### config.mk
export PLATFORM = sky130hd
export DESIGN_NAME = logic_unit_pipe
export DESIGN_NICKNAME = d
export VERILOG_FILES = /design/src/rtl/logic_unit_pipe.sv
export SDC_FILE = /design/constraint.sdc
export NUM_CORES = 1
export LEC_CHECK = 0
export CELL_PAD_IN_SITES_DETAIL_PLACEMENT = 1
export CELL_PAD_IN_SITES_GLOBAL_PLACEMENT = 1
export CORE_MARGIN = 3
export CORE_UTILIZATION = 30
export CTS_BUF_LIST = sky130_fd_sc_hd__clkbuf_16
export CTS_CLUSTER_SIZE = 24
export DETAILED_ROUTE_END_ITERATION = 6
export PLACE_DENSITY_LB_ADDON = 0.25
export SYNTH_ARGS = -nofsm -noshare
export SYNTH_HDL_FRONTEND = slang
export SYNTH_SLANG_ARGS = --single-unit
### constraint.sdc
create_clock -name clk -period 2.87 [get_ports clk]
set_clock_uncertainty 0.15 [all_clocks]
set_input_delay 0.574 -clock clk [delete_from_list [all_inputs] [get_ports clk]]
set_output_delay 0.574 -clock clk [all_outputs]
set_load 0.01 [all_outputs]
### src/rtl/logic_unit_pipe.sv
// -----------------------------------------------------------------------------
// logic_unit_pipe
//   Registered WIDTH-bit logic lane: applies one of eight bitwise functions to
//   operands A and B, holds the result in a single-entry output register
//   guarded by a valid/ready handshake, and keeps an accumulator that can
//   stand in for operand A so that operations can be chained.
//
//   Opcodes: 0 ~X, 1 ~B, 2 X|B, 3 ~(X|B), 4 X&B, 5 ~(X&B), 6 X^B, 7 ~(X^B)
//   where X = in_acc ? acc : in_a.
//
// Parameters
//   WIDTH     operand/result width in bits (>=1)
//   ACC_INIT  accumulator value after reset and after in_clr
//
// Ports
//   clk        clock, rising-edge
//   rst_n      asynchronous active-low reset
//   in_valid   operand/opcode presented
//   in_ready   block can accept this cycle (!out_valid || out_ready)
//   in_a/in_b  operands
//   in_sel     function select
//   in_acc     use accumulator in place of in_a
//   in_clr     synchronous accumulator clear (wins over a result write)
//   out_valid  result register holds an unconsumed result
//   out_ready  downstream accepts result
//   out_s      result
//   out_sel    opcode that produced out_s
//
// Optional build macro LU_FLAGS_EN adds registered result flags:
//   out_zero (out_s == 0), out_parity (^out_s), out_ones (out_s all ones)
// -----------------------------------------------------------------------------
module logic_unit_pipe #(
   parameter int unsigned           WIDTH    = 8,
   parameter logic [WIDTH-1:0]      ACC_INIT = '0
) (
   input  logic             clk,
   input  logic             rst_n,
   input  logic             in_valid,
   output logic             in_ready,
   input  logic [WIDTH-1:0] in_a,
   input  logic [WIDTH-1:0] in_b,
   input  logic [2:0]       in_sel,
   input  logic             in_acc,
   input  logic             in_clr,
   output logic             out_valid,
   input  logic             out_ready,
   output logic [WIDTH-1:0] out_s,
`ifdef LU_FLAGS_EN
   output logic             out_zero,
   output logic             out_parity,
   output logic             out_ones,
`endif
   output logic [2:0]       out_sel
);

   typedef enum logic [2:0] {
      OP_NOTA = 3'd0,
      OP_NOTB = 3'd1,
      OP_OR   = 3'd2,
      OP_NOR  = 3'd3,
      OP_AND  = 3'd4,
      OP_NAND = 3'd5,
      OP_XOR  = 3'd6,
      OP_XNOR = 3'd7
   } op_e;

   logic             valid_q, valid_d;
   logic [WIDTH-1:0] s_q, s_d;
   logic [2:0]       sel_q, sel_d;
   logic [WIDTH-1:0] acc_q, acc_d;
   logic [WIDTH-1:0] x;
   logic [WIDTH-1:0] f;
   logic             accept;
   logic             pop;

   assign in_ready = !valid_q || out_ready;
   assign accept   = in_valid && in_ready;
   assign pop      = valid_q && out_ready;
   assign x        = in_acc ? acc_q : in_a;

   always_comb begin
      f = '0;
      case (op_e'(in_sel))
         OP_NOTA: f = ~x;
         OP_NOTB: f = ~in_b;
         OP_OR:   f = x | in_b;
         OP_NOR:  f = ~(x | in_b);
         OP_AND:  f = x & in_b;
         OP_NAND: f = ~(x & in_b);
         OP_XOR:  f = x ^ in_b;
         OP_XNOR: f = ~(x ^ in_b);
      endcase
   end

   always_comb begin
      valid_d = valid_q;
      s_d     = s_q;
      sel_d   = sel_q;
      acc_d   = acc_q;
      if (accept) begin
         valid_d = 1'b1;
         s_d     = f;
         sel_d   = in_sel;
         acc_d   = f;
      end else if (pop) begin
         valid_d = 1'b0;
      end
      // Clear is applied after the result write so it takes priority; the
      // operation itself has already used the pre-clear accumulator via x.
      if (in_clr) begin
         acc_d = ACC_INIT;
      end
   end

   always_ff @(posedge clk or negedge rst_n) begin
      if (!rst_n) begin
         valid_q <= 1'b0;
         s_q     <= '0;
         sel_q   <= '0;
         acc_q   <= ACC_INIT;
      end else begin
         valid_q <= valid_d;
         s_q     <= s_d;
         sel_q   <= sel_d;
         acc_q   <= acc_d;
      end
   end

   assign out_valid = valid_q;
   assign out_s     = s_q;
   assign out_sel   = sel_q;

`ifdef LU_FLAGS_EN
   logic zero_q, parity_q, ones_q;

   always_ff @(posedge clk or negedge rst_n) begin
      if (!rst_n) begin
         zero_q   <= 1'b1;
         parity_q <= 1'b0;
         ones_q   <= 1'b0;
      end else if (accept) begin
         zero_q   <= (f == '0);
         parity_q <= ^f;
         ones_q   <= (f == '1);
      end
   end

   assign out_zero   = zero_q;
   assign out_parity = parity_q;
   assign out_ones   = ones_q;
`endif

endmodule

==> metrics.cfg <==
[floorplan]
die_w_um = 83.9
core_area_um2 = 5680
num_io_pins = 38
start_util_pct = 32.1
die-area_um2 = 7030
placementRows = 27
die_h_um = 83.9

[setup_path]
slowest_delay_ps = 500
r2r_start = acc_q[2]$_DFFE_PN0P_
reg2regPathDepth = 7
cp-endpoint = out_s[2]$_DFFE_PN0P_
cp_data_required_time_ps = 2830
cp_max_fo = 8
start_kind = input pin
arrival_ps = 2440
cp-startpoint = in_acc
reg2reg_setup_slack_ps = 1030
r2r-end = out_s[2]$_DFFE_PN0P_
crit_slowest_cell = clkdlybuf4s50_1
crit_chain = clkdlybuf4s50_1 -> buf_12 -> mux2_2 -> inv_1 -> ha_1 -> nand4b_1 -> nand4_1 -> a21oi_1 -> o21ai_1
crit_type = input pin to register
cp-end-kind = register

[route]
m1WireLength_mm = 2.42
ant_nets = 0
avgViaCountPerCell = 5.34
top_layer_used = met4
drc = 0
drt-initial-drc-count = 91
met2_length_mm = 2.48
post_drt_wl_per_cell_um = 15.8
routed-via-count = 1730
routed_wirelength_mm = 5.13
first_pass_iters = 4
dr_wl_met3_um = 197

[timing]
setup_violations = 0
whs_ps = 324
drv_slew = 0
tightest_slew_ps = 676
post-route-period-util_pct = 86.4
fin_ws_ps = 390
fin_crit_ps = 2480
finalHoldViolCount = 0
finalSetupTns_ps = 0
rsz0062_at_grt = false
slew_headroom_pct = 54.8
max_freq_ghz = 0.403

[synth]
syn_avg_cell_area_um2 = 8.23
ys_ff_latch = 20
seq_area_frac_synth_pct = 27.5
muxShareOfSynthArea_pct = 4.95
synth_top_family_by_area = simple AND/OR/NAND/NOR gates
synthSimpleGateAreaFrac_pct = 30.9
synth-xor-area-share_pct = 3.85
synth_cell_type_count = 22
synth-adder-area-share_pct = 11.0
netlist_area_um2 = 1820
synth_top_cell_by_area = dfrtp_1
syn-num-nets = 262
netlist_top_cells_area = dfrtp_1 28%, ha_1 11%, nand2_1 8.7%, nand4b_1 7.7%, o21ai_1 6.6%
netlist.area_leader.share_pct = 27.5
yosysWarnings = 0
syn_inst = 221
synth-compound-area-share_pct = 12.7

[global_route]
grt_pass1_wl_mm = 8.56
grt_pass1_vias = 1706
grt_max_degree = 43
antenna_found_initial = 0
grt_overflow = 0
grtUsageTotal_pct = 14.7

[layout]
area_growth_pct = 29.8
nFillCells = 686
nets = 294
seqCellArea_um2 = 500
finalNonFillerCells = 324
drive_gt1_share_pct = 7.94
multi_input_area_um2 = 1150
num_antenna_cells = 0

[hold_path]
hp-class = register to register
min_delay_path_depth = 2

[pwr]
p_per_area_nw_per_um2 = 409
p_comb_share_pct = 35.6
p_leak_nw = 0.996
peakVddDrop_v = 0.000234
internal-power_mw = 0.679
p_sw_mw = 0.288
clkPwrFrac_pct = 29.3
seqPwrFrac_pct = 35.1
swShare_pct = 29.7

[clock_network]
cts_resized = 0
clock_sinks = 20
cts_tree = done
clockBufferDepth = 2
htreeDepth = 1
clkLatencyLatePin_ps = 250
ctsHoldBuffers = 0
numCtsBuffers = 3
clkSlewWorstSetupHoldPaths_ps = 50
post_cts_buffers = 0
cts-root-buf = clkbuf_16

[placed_design]
port_buffers = 37
routabilityCongestion = 0.769
post-dp-hpwl_mm = 3.79
placed_cells = 320
pre_cts_ws_ps = 131

[run_status]
status = complete, no violations

[flow_run]
cap_violations = 0

-- power by group through the flow --
stage	combinational [mW]	sequential (mW)	clock, mW
2_1_floorplan	0.176	0.353	0
3_3_place_gp	0.339	0.343	0
3_5_place_dp	0.346	0.344	0
4_1_cts	0.348	0.340	0.291
5_1_grt	0.382	0.344	0.309
6_report	0.344	0.340	0.283
-- state kept, by name (all words and copies together), names as in the netlist --
register / flops
acc_q: 8
out_sel: 3
out_valid: 1
out_s: 8
-- critical path: cells and delay by family --
kind            cells  cell delay [ps]
mux                 1              360
compound gates      2              380
fa+ha+maj           1              230
buf+inv             3              710
simple gates        2              200
-- cells in the mapped netlist (all sizes together) --
cell    number
clkbuf       3
nand3b      16
nand2b       2
nand2       42
and2         1
o21ai       24
dfrtp       20
and3b        1
a21oi        8
nand4        8
inv         16
buf         15
or3          8
a211o        8
nor3         1
mux2         8
ha          16
nand4b      16
xnor2        8
-- kinds of logic (layout without fill, tap and decap cells) --
logic type,count (synthesis),in the layout
compound gates,40,40
xor+xnor,8,8
fa+ha+maj,16,16
buf+inv,34,65
flops,20,20
mux,8,8
simple gates,95,95
-- layout make-up --
class	instances	area share [%]
Multi-Input combinational cell	167	48.8
Tap cell	72	3.81
Clock inverter	1	0.159
Inverter	16	2.54
Sequential cell	20	21.2
Clock buffer	3	3.18
Timing Repair Buffer	45	20.3
-- metal layers --
layer,vias to the layer above,global-route usage (%)
met4,0,1.46
met5,-,0
met3,4,3.46
met2,35,24.9
met1,859,19.7
li1,832,-
-- how the worst min path moves through the flow --
stage | startpoint | slack [ps] | endpoint
3_5_place_dp | out_sel[1]$_DFFE_PN0P_ | 320 | out_sel[1]$_DFFE_PN0P_
3_3_place_gp | out_sel[2]$_DFFE_PN0P_ | 310 | out_sel[2]$_DFFE_PN0P_
6_report | out_sel[1]$_DFFE_PN0P_ | 320 | out_sel[1]$_DFFE_PN0P_
4_1_cts | out_sel[1]$_DFFE_PN0P_ | 330 | out_sel[1]$_DFFE_PN0P_
2_1_floorplan | rst_n | 130 | acc_q[0]$_DFFE_PN0P_
5_1_grt | out_sel[1]$_DFFE_PN0P_ | 360 | out_sel[1]$_DFFE_PN0P_
-- cells in the final DEF, fill, tap and decap left out --
| cell type | count |
|---|---|
| a211o_1 | 8 |
| buf_4 | 4 |
| nand3b_1 | 16 |
| nand2_1 | 42 |
| and3b_1 | 1 |
| clkdlybuf4s50_1 | 37 |
| nand4_1 | 8 |
| dfrtp_1 | 20 |
| and2_1 | 1 |
| or3_1 | 8 |
| a21oi_1 | 8 |
| ha_1 | 16 |
| nor3_4 | 1 |
| buf_12 | 4 |
| xnor2_1 | 8 |
| inv_1 | 16 |
| clkinv_1 | 1 |
| nand2b_1 | 2 |
| mux2_2 | 8 |
| nand4b_1 | 16 |
| o21ai_1 | 24 |
| clkbuf_16 | 3 |
-- through the flow --
| stage | utilization, % | area (um^2) | power (mW) |
|---|---|---|---|
| floorplan | - | 1820 | 0.529 |
| global route | 41.6 | 2360 | 1.04 |
| finish | 41.6 | 2360 | 0.967 |
| detailed placement | 40.2 | 2280 | 0.690 |
| CTS | 41.6 | 2360 | 0.979 |
| global placement | 40.2 | 2280 | 0.682 |
(Power assumes the default switching activity.)
